**config.mk**
```make
export PLATFORM = sky130hd
export DESIGN_NAME = interface_s_to_sigma_flat
export DESIGN_NICKNAME = d
export VERILOG_FILES = /design/src/rtl/interface_s_to_sigma_if.sv /design/src/rtl/interface_s_to_sigma.sv /design/src/flat_wrapper.sv
export SDC_FILE = /design/constraint.sdc
export NUM_CORES = 2
export LEC_CHECK = 0
export CAP_MARGIN = 25
export CORE_UTILIZATION = 65
export CTS_CLUSTER_SIZE = 12
export DETAILED_ROUTE_END_ITERATION = 10
export PLACE_DENSITY_LB_ADDON = 0.05
export SYNTH_ARGS = -nofsm -noshare
export SYNTH_HDL_FRONTEND = slang
export SYNTH_SLANG_ARGS = --single-unit
```
**constraint.sdc**
```tcl
create_clock -name clk -period 16.76 [get_ports clk]
set_input_delay 3.352 -clock clk [delete_from_list [all_inputs] [get_ports clk]]
set_output_delay 3.352 -clock clk [all_outputs]
set_load 0.005 [all_outputs]
```
**src/rtl/interface_s_to_sigma_if.sv**
```systemverilog
// interface_s_to_sigma_if: port bundle of the S-to-Sigma stage.
// ext_* select/strobe/syndromes in; ready, s0..s3, vec_idx out.
interface interface_s_to_sigma_if;
  logic       ext_en;
  logic       ext_signal;
  logic [7:0] ext_w1;
  logic [7:0] ext_w2;
  logic [7:0] ext_w3;
  logic [7:0] ext_w4;
  logic [7:0] ext_w5;
  logic [7:0] ext_w6;
  logic       ready;
  logic [7:0] s0;
  logic [7:0] s1;
  logic [7:0] s2;
  logic [7:0] s3;
  logic [2:0] vec_idx;

  modport master (
    output ext_en, ext_signal,
    output ext_w1, ext_w2, ext_w3,
    output ext_w4, ext_w5, ext_w6,
    input  ready, s0, s1, s2, s3,
    input  vec_idx
  );

  modport slave (
    input  ext_en, ext_signal,
    input  ext_w1, ext_w2, ext_w3,
    input  ext_w4, ext_w5, ext_w6,
    output ready, s0, s1, s2, s3,
    output vec_idx
  );
endinterface

```
**src/rtl/interface_s_to_sigma.sv**
```systemverilog
// interface_s_to_sigma: Berlekamp-Massey S-to-Sigma core (t=3, GF(2^8)/0x11D)
// plus a 16-cycle syndrome ROM sequencer. Ports: clk, rst, bus (slave).
module interface_s_to_sigma (
  input  logic clk,
  input  logic rst,
  interface_s_to_sigma_if.slave bus
);

  typedef enum logic [2:0] {
    IDLE, LOAD, DISC, UPDT, DONE
  } state_t;

  function automatic logic [7:0] gf_mul(
    input logic [7:0] a,
    input logic [7:0] b
  );
    logic [7:0] p;
    logic [7:0] x;
    p = '0;
    x = a;
    for (int i = 0; i < 8; i++) begin
      if (b[i]) p = p ^ x;
      x = {x[6:0], 1'b0} ^ ({8{x[7]}} & 8'h1d);
    end
    return p;
  endfunction

  // a^254 = a^-1: product of the squares a^2 .. a^128
  function automatic logic [7:0] gf_inv(input logic [7:0] a);
    logic [7:0] sq;
    logic [7:0] acc;
    sq  = a;
    acc = 8'h01;
    for (int i = 1; i < 8; i++) begin
      sq  = gf_mul(sq, sq);
      acc = gf_mul(acc, sq);
    end
    return acc;
  endfunction

  logic [3:0] cnt;
  logic [2:0] vidx;
  logic [7:0] rom [1:6];
  logic [7:0] win [1:6];
  logic       start;

  state_t     state, nxt;
  logic [7:0] syn [1:6];
  logic [7:0] sx  [0:6];
  logic [7:0] sig [0:3];
  logic [7:0] bb  [0:3];
  logic [7:0] xb  [0:3];
  logic [7:0] signew [0:3];
  logic [7:0] so  [0:3];
  logic [2:0] len, mm, rr;
  logic [7:0] binv, delta, disc, q;
  logic       grow, rdy;

  always_ff @(posedge clk) begin
    if (rst) begin
      cnt  <= '0;
      vidx <= '0;
    end else begin
      cnt <= cnt + 4'd1;
      if (cnt == 4'd0)
        vidx <= (vidx == 3'd5) ? 3'd0 : vidx + 3'd1;
    end
  end

  always_comb begin
    case (vidx)
      3'd0, 3'd5:
        rom = '{8'd215, 8'd2, 8'd148, 8'd39, 8'd1, 8'd54};
      3'd1:
        rom = '{8'd48, 8'd105, 8'd235, 8'd248, 8'd183, 8'd239};
      3'd2:
        rom = '{8'd5, 8'd3, 8'd15, 8'd23, 8'd39, 8'd71};
      3'd3:
        rom = '{8'd124, 8'd14, 8'd3, 8'd23, 8'd39, 8'd15};
      3'd4:
        rom = '{8'd200, 8'd14, 8'd1, 8'd15, 8'd132, 8'd15};
      default:
        rom = '{8'd0, 8'd0, 8'd0, 8'd0, 8'd0, 8'd0};
    endcase
  end

  always_comb begin
    if (bus.ext_en) begin
      start = bus.ext_signal;
      win = '{bus.ext_w1, bus.ext_w2, bus.ext_w3,
              bus.ext_w4, bus.ext_w5, bus.ext_w6};
    end else begin
      start = (cnt == 4'd0);
      win = rom;
    end
  end

  // sx[0] = 0 lets the discrepancy sum run i = 0..3 without range guards
  always_comb begin
    sx[0] = '0;
    for (int k = 1; k < 7; k++) sx[k] = syn[k];
    disc = '0;
    for (int i = 0; i < 4; i++)
      if (3'(i) <= rr)
        disc = disc ^ gf_mul(sig[i], sx[rr - 3'(i)]);
  end

  always_comb begin
    q = gf_mul(delta, binv);
    for (int j = 0; j < 4; j++) begin
      xb[j] = '0;
      if (3'(j) >= mm) xb[j] = bb[2'(3'(j) - mm)];
      signew[j] = sig[j] ^ gf_mul(q, xb[j]);
    end
  end

  // 2L <= r-1
  assign grow = ({len, 1'b0} < {1'b0, rr});

  always_ff @(posedge clk) begin
    if (rst) state <= IDLE;
    else     state <= nxt;
  end

  always_comb begin
    nxt = state;
    unique case (state)
      IDLE: if (start) nxt = LOAD;
      LOAD: nxt = DISC;
      DISC: nxt = UPDT;
      UPDT: nxt = (rr == 3'd6) ? DONE : DISC;
      DONE: nxt = IDLE;
      default: nxt = IDLE;
    endcase
  end

  always_ff @(posedge clk) begin
    if (rst) begin
      syn   <= '{default: 8'h00};
      sig   <= '{8'h01, 8'h00, 8'h00, 8'h00};
      bb    <= '{8'h01, 8'h00, 8'h00, 8'h00};
      so    <= '{8'h01, 8'h00, 8'h00, 8'h00};
      len   <= '0;
      mm    <= 3'd1;
      rr    <= 3'd1;
      binv  <= 8'h01;
      delta <= '0;
      rdy   <= 1'b0;
    end else begin
      rdy <= 1'b0;
      unique case (state)
        IDLE: if (start) syn <= win;
        LOAD: begin
          sig  <= '{8'h01, 8'h00, 8'h00, 8'h00};
          bb   <= '{8'h01, 8'h00, 8'h00, 8'h00};
          len  <= '0;
          mm   <= 3'd1;
          rr   <= 3'd1;
          binv <= 8'h01;
        end
        DISC: delta <= disc;
        UPDT: begin
          rr <= rr + 3'd1;
          if (delta == 8'h00) begin
            mm <= mm + 3'd1;
          end else begin
            sig <= signew;
            if (grow) begin
              len  <= rr - len;
              bb   <= sig;
              binv <= gf_inv(delta);
              mm   <= 3'd1;
            end else begin
              mm <= mm + 3'd1;
            end
          end
        end
        DONE: begin
          so  <= sig;
          rdy <= 1'b1;
        end
        default: ;
      endcase
    end
  end

  assign bus.ready   = rdy;
  assign bus.s0      = so[0];
  assign bus.s1      = so[1];
  assign bus.s2      = so[2];
  assign bus.s3      = so[3];
  assign bus.vec_idx = vidx;

endmodule

```
**src/flat_wrapper.sv**
```systemverilog
// flat-port wrapper written by rule: the top's interface ports become plain ports
module interface_s_to_sigma_flat 
  (clk, rst, bus_ext_en, bus_ext_signal, bus_ext_w1, bus_ext_w2, bus_ext_w3, bus_ext_w4, bus_ext_w5, bus_ext_w6, bus_ready, bus_s0, bus_s1, bus_s2, bus_s3, bus_vec_idx);
  interface_s_to_sigma_if bus_i ();
  input  logic clk;
  input  logic rst;
  input wire logic [$bits(bus_i.ext_en)-1:0] bus_ext_en;
  input wire logic [$bits(bus_i.ext_signal)-1:0] bus_ext_signal;
  input wire logic [$bits(bus_i.ext_w1)-1:0] bus_ext_w1;
  input wire logic [$bits(bus_i.ext_w2)-1:0] bus_ext_w2;
  input wire logic [$bits(bus_i.ext_w3)-1:0] bus_ext_w3;
  input wire logic [$bits(bus_i.ext_w4)-1:0] bus_ext_w4;
  input wire logic [$bits(bus_i.ext_w5)-1:0] bus_ext_w5;
  input wire logic [$bits(bus_i.ext_w6)-1:0] bus_ext_w6;
  output wire logic [$bits(bus_i.ready)-1:0] bus_ready;
  output wire logic [$bits(bus_i.s0)-1:0] bus_s0;
  output wire logic [$bits(bus_i.s1)-1:0] bus_s1;
  output wire logic [$bits(bus_i.s2)-1:0] bus_s2;
  output wire logic [$bits(bus_i.s3)-1:0] bus_s3;
  output wire logic [$bits(bus_i.vec_idx)-1:0] bus_vec_idx;
  assign bus_i.ext_en = bus_ext_en;
  assign bus_i.ext_signal = bus_ext_signal;
  assign bus_i.ext_w1 = bus_ext_w1;
  assign bus_i.ext_w2 = bus_ext_w2;
  assign bus_i.ext_w3 = bus_ext_w3;
  assign bus_i.ext_w4 = bus_ext_w4;
  assign bus_i.ext_w5 = bus_ext_w5;
  assign bus_i.ext_w6 = bus_ext_w6;
  assign bus_ready = bus_i.ready;
  assign bus_s0 = bus_i.s0;
  assign bus_s1 = bus_i.s1;
  assign bus_s2 = bus_i.s2;
  assign bus_s3 = bus_i.s3;
  assign bus_vec_idx = bus_i.vec_idx;
  interface_s_to_sigma u_core (.clk(clk), .rst(rst), .bus(bus_i));
endmodule
```
* Yosys cells after proc, flatten, opt, wreduce, memory -nomap -nowiden
Cells that the tools add are included.
** Word-level totals
- Register bits after elaboration :: 180
- Bits of input ports :: 52
- Output and inout port bits :: 36
- Word-level logic and storage cells :: 1094
** Cells by class
- Add/subtract/negate cells :: 12
- Magnitude comparators :: 17
- Equal/unequal tests :: 13
- Muxes and demuxes :: 714
- Bitwise gates (word level) :: 302
- Reductions and logical operators :: 9
** Operator list (number)
- $mux W8 :: 678
- $xor A8 B8 Y8 :: 161
- $xor A8 B5 Y8 :: 126
- $pmux W48 S5 :: 1
- $pmux W32 S2 :: 2
- $bmux W8 S3 :: 4
- $mux W32 :: 3
- $bmux W8 S2 :: 4
- $mux W48 :: 1
- $mux W3 :: 8
- $pmux W3 S2 :: 3
- $ge A4 B4 Y1 const B :: 4
- $not A3 Y4 :: 4
- $pmux W8 S2 :: 1
- $eq A3 B2 Y1 const B :: 4
- $eq A3 B3 Y1 const B :: 4
- $ge A3 B3 Y1 const B :: 4
- $not A2 Y3 :: 4
- $pmux W3 S4 :: 1
- $add A3 B1 Y3 const B :: 3
- $logic_not A8 Y1 :: 1
- $mux W7 :: 1
- $not A1 Y1 :: 7
- $eq A3 B1 Y1 const B :: 2
- 24 further kinds :: 36

* Depth between registers and ports, before layout
- Word-level depth :: 375
- Depth in mapped cells :: 61
- Mapped depth without buffers :: 50

* Least setup slack after synthesis
OpenSTA, ideal clock, no wires.
- Kind :: register -> register
- Start :: register u_core.delta[0]
- End :: register u_core.binv[3]
- Library setup time :: 128 ps
- Arrival time :: 13349 ps
- Required time :: 16632 ps
- Setup slack :: 3283 ps
- Stages on the path, launching flop included :: 54
- Buffers on the path :: 7
- Period minus slack after synthesis :: 13477 ps
- Path through :: dfxtp_1 ha_1 buf_2 and2_1 nor2_1 xor2_2 inv_2 clkbuf_1 clkbuf_1 ha_1 inv_1 nor4_1 and4b_1 nor3_1 o21ai_2 xor2_2 inv_2 buf_1 (+18 left out) xnor3_2 nor2_1 xnor2_1 xnor2_1 xnor2_1 xnor3_1 buf_4 xnor2_2 nor2_1 xnor3_1 xor3_2 xnor3_2 xnor3_1 a221o_1 a221oi_2 xnor3_1 a22oi_1 nor2_1
** Between the ends
- Longest elaborated chain between the ends :: 375
- Elaborated cells on any way between the ends :: 744
- Classes of those cells :: eq/ne (1); mux (559); bitwise (182); reduce/logical (2)
** RTL lines
- start: declaration :: RTL line interface_s_to_sigma.sv:56 : logic [7:0] binv, delta, disc, q;
- start signal: assignment :: RTL line interface_s_to_sigma.sv:161 : DISC: delta <= disc;
- $mux W8 :: RTL line interface_s_to_sigma.sv:22 : if (b[i]) p = p ^ x;
- $mux W8 :: RTL line interface_s_to_sigma.sv:168 : if (grow) begin
- $mux W8 :: RTL line interface_s_to_sigma.sv:164 : if (delta == 8'h00) begin
- $mux W8 :: RTL line interface_s_to_sigma.sv:151 : unique case (state)
- $mux W8 :: RTL line interface_s_to_sigma.sv:138 : if (rst) begin
- $xor A8 B8 Y8 :: RTL line interface_s_to_sigma.sv:22
- $mux W8 :: RTL line interface_s_to_sigma.sv:22
- $mux W8 :: RTL line interface_s_to_sigma.sv:168
- (+359 left out)
- $mux W8 :: RTL line interface_s_to_sigma.sv:164
- $mux W8 :: RTL line interface_s_to_sigma.sv:151
- $mux W8 :: RTL line interface_s_to_sigma.sv:138
- $xor A8 B8 Y8 :: RTL line interface_s_to_sigma.sv:22
- $mux W8 :: RTL line interface_s_to_sigma.sv:22
- $mux W8 :: RTL line interface_s_to_sigma.sv:168
- $mux W8 :: RTL line interface_s_to_sigma.sv:164
- $pmux W8 S2 :: RTL line interface_s_to_sigma.sv:151
- end signal: assignment :: RTL line interface_s_to_sigma.sv:171 : binv <= gf_inv(delta);
- end: declaration :: RTL line interface_s_to_sigma.sv:56
Parallel ways exist; a longest one is shown, timed or not. The select of a mux whose other input is x is not followed.
A chain may end at the register's enable or synchronous reset.

* Final worst setup path
Ends and elaborated chain as after synthesis.

==> results.json <==
{
  "run_status": "complete, no violations",
  "synth_cells": 4566,
  "route.detailed.drc": 0,
  "seq_area_um2": 3610,
  "grt_pass1_wl_um": 158000,
  "async_flop_share_pct": 0,
  "initial_core_util_pct": 66.4,
  "clock_sinks": 180,
  "drtIter0Drc": 3501,
  "vias": 31500,
  "synth.distinct_cells": 104,
  "hold_slack_ns": 0.457,
  "synth_commonest_cells": "xnor2_1, nor2_1, nand2_1, xor2_1, clkbuf_1",
  "io_pins": 88,
  "critPathKind": "reg -> reg",
  "slew-limit-headroom_pct": 28.2,
  "htree_levels": 4,
  "wl_per_cell_um": 19.1,
  "clock-root-buffer": "clkbuf_16",
  "cap_violations": 0,
  "max_freq_mhz": 64.3,
  "synth-main-ff-cell": "dfxtp_1",
  "yosysTopAreaCell": "xnor2_1",
  "die_h_um": 229,
  "synthToLayoutAreaGrowth_pct": 5.69,
  "critPathMaxStageDelay_ns": 0.99,
  "nNetsFinal": 4538,
  "critPathTopFamily": "XOR/XNOR gates",
  "grt.total_usage_pct": 36.4,
  "wl_um": 98300,
  "slew_viol_final": 0,
  "synth_enable_flop_cells": 0,
  "cts_buffer_depth": 2,
  "rsz0062_at_grt": "false",
  "synth_nets": 4648,
  "reg2reg_slack_ns": 1.20,
  "core-area_um2": 50500,
  "cp_max_fo": 21,
  "tightest_slew_ns": 1.07,
  "overflow": 0,
  "synth_top_area_share_pct": 22.2,
  "n_antenna_cell": 0,
  "skew_ns": 0.0171,
  "gp_congestion": 0.946,
  "grt_max_degree": 95,
  "fin_setup_tns_ns": 0,
  "hold_buffers": 0,
  "min_period_over_period_pct": 92.8,
  "ant_nets": 0,
  "synth_seq_area_share_pct": 10.7,
  "antenna_found_initial": 1,
  "setup_violations": 0,
  "drive_gt1_share_pct": 7.72,
  "critPathBufInv": 8,
  "endpoint_kind": "flip-flop",
  "critical_path_required_ns": 17.08,
  "clk_pin_slew_worst_paths_ns": 0.07,
  "ys_seq_elements": 180,
  "port_buffers": 87,
  "grt_pass1_vias": 28700,
  "viasPerCell": 6.13,
  "hold_viol": 0,
  "min_period_ns": 15.56,
  "post_cts_buffers": 0,
  "cpMaxStageDelayCell": "xnor3_1",
  "die-area_um2": 52500,
  "placementRows": 82,
  "synthMostInstantiatedCell": "xnor2_1",
  "fillCellCount": 4334,
  "synth.avg_cell_area_um2": 7.34,
  "clock_latency_ns": 0.46,
  "start_kind": "flip-flop",
  "die_x_um": 229,
  "cp.arrival_ns": 15.88,
  "hp-class": "reg -> reg",
  "multi_input_area_um2": 28400,
  "synth_area_leaders": "xnor2_1, dfxtp_1, nor2_1",
  "cts_tree": "yes",
  "cts_resized": 0,
  "ys.warnings.count": 0,
  "drt-pass1-iter-count": 6,
  "cts_buffers": 17,
  "synth_area_um2": 33500,
  "place.detailed.hpwl_um": 70300
}
==> tightest hold or removal path, cell delays in order, from the launching register on <==
cell and delay (ns):
dfxtp_1 0.31, nand2_1 0.05, a21oi_1 0.05
==> sequential cells by signal, summed over array words and instances (netlist names), 4 cells and up <==
signal         cells
u_core.bus.s3      8
u_core.binv        8
u_core.bus.s2      8
u_core.sig        32
u_core.sx         48
u_core.cnt         4
u_core.bus.s0      8
u_core.bb         32
u_core.delta       8
u_core.bus.s1      8
==> placed cells by master, fill, tap and decap left out, types with 62 or more instances in the layout <==
master / Yosys / routed
o21ai_0: 125 / 124
xor2_1: 278 / 277
nand2_1: 627 / 627
xnor2_1: 849 / 839
dfxtp_1: 180 / 176
nand3_1: 76 / 76
nor3_1: 134 / 134
buf_4: 18 / 121
a21oi_1: 220 / 220
nor2_1: 673 / 671
mux2i_1: 112 / 112
clkdlybuf4s50_1: 0 / 85
xnor3_1: 94 / 94
a211oi_1: 62 / 62
==> routing by layer <==
layer | routed length (um) | vias up | GRT usage, % | part of all wire (%)
li1 | - | 15100 | - | -
met1 | 41200 | 14800 | 48.8 | 42
met2 | 46400 | 1439 | 61.0 | 47
met3 | 7680 | 199 | 4.17 | 7.8
met4 | 2970 | 2 | 11.6 | 3.0
met5 | 13 | - | 0 | 0.013
==> worst paths after layout <==
check	from	end	cells after the start
setup / recovery	u_core.delta[0]	u_core.binv[3]	49
hold / removal	u_core.bus.s3[6]	u_core.bus.s3[6]	2
setup reg to reg	u_core.delta[0]	u_core.binv[3]	49
hold reg to reg	u_core.bus.s3[6]	u_core.bus.s3[6]	2
==> area by class of cell <==
class                           count  area share, %
Sequential cell                   180           10.2
Multi-Input combinational cell   3982           80.0
Tap cell                          672           2.37
Timing Repair Buffer              210           5.06
Clock inverter                     12          0.392
Inverter                           65          0.689
Clock buffer                       20           1.29
==> kinds of logic after synthesis <==
group	share of synthesized area (%)
buffers and inverters	4.99
and+or+nand+nor	21.8
muxes	6.31
adders and majority gates	1.14
DFF	10.7
AOI/OAI and AO/OA	14.7
xor gates and xnor gates	40.3
==> per-stage QoR <==
step                util, %  instance area (um2)  worst slack (ns)  cells
global placement       68.8                34700              1.68   5097
detailed placement     68.9                34800              1.36   5101
finish                 70.2                35400              1.20   5141
floorplan                 -                33500              3.28   4566
CTS                    70.1                35400              1.30   5133
global route           70.2                35400             0.101   5141
Power is not shown: default switching activity piles up to over one toggle a cycle in this logic, so the estimate is an artifact.
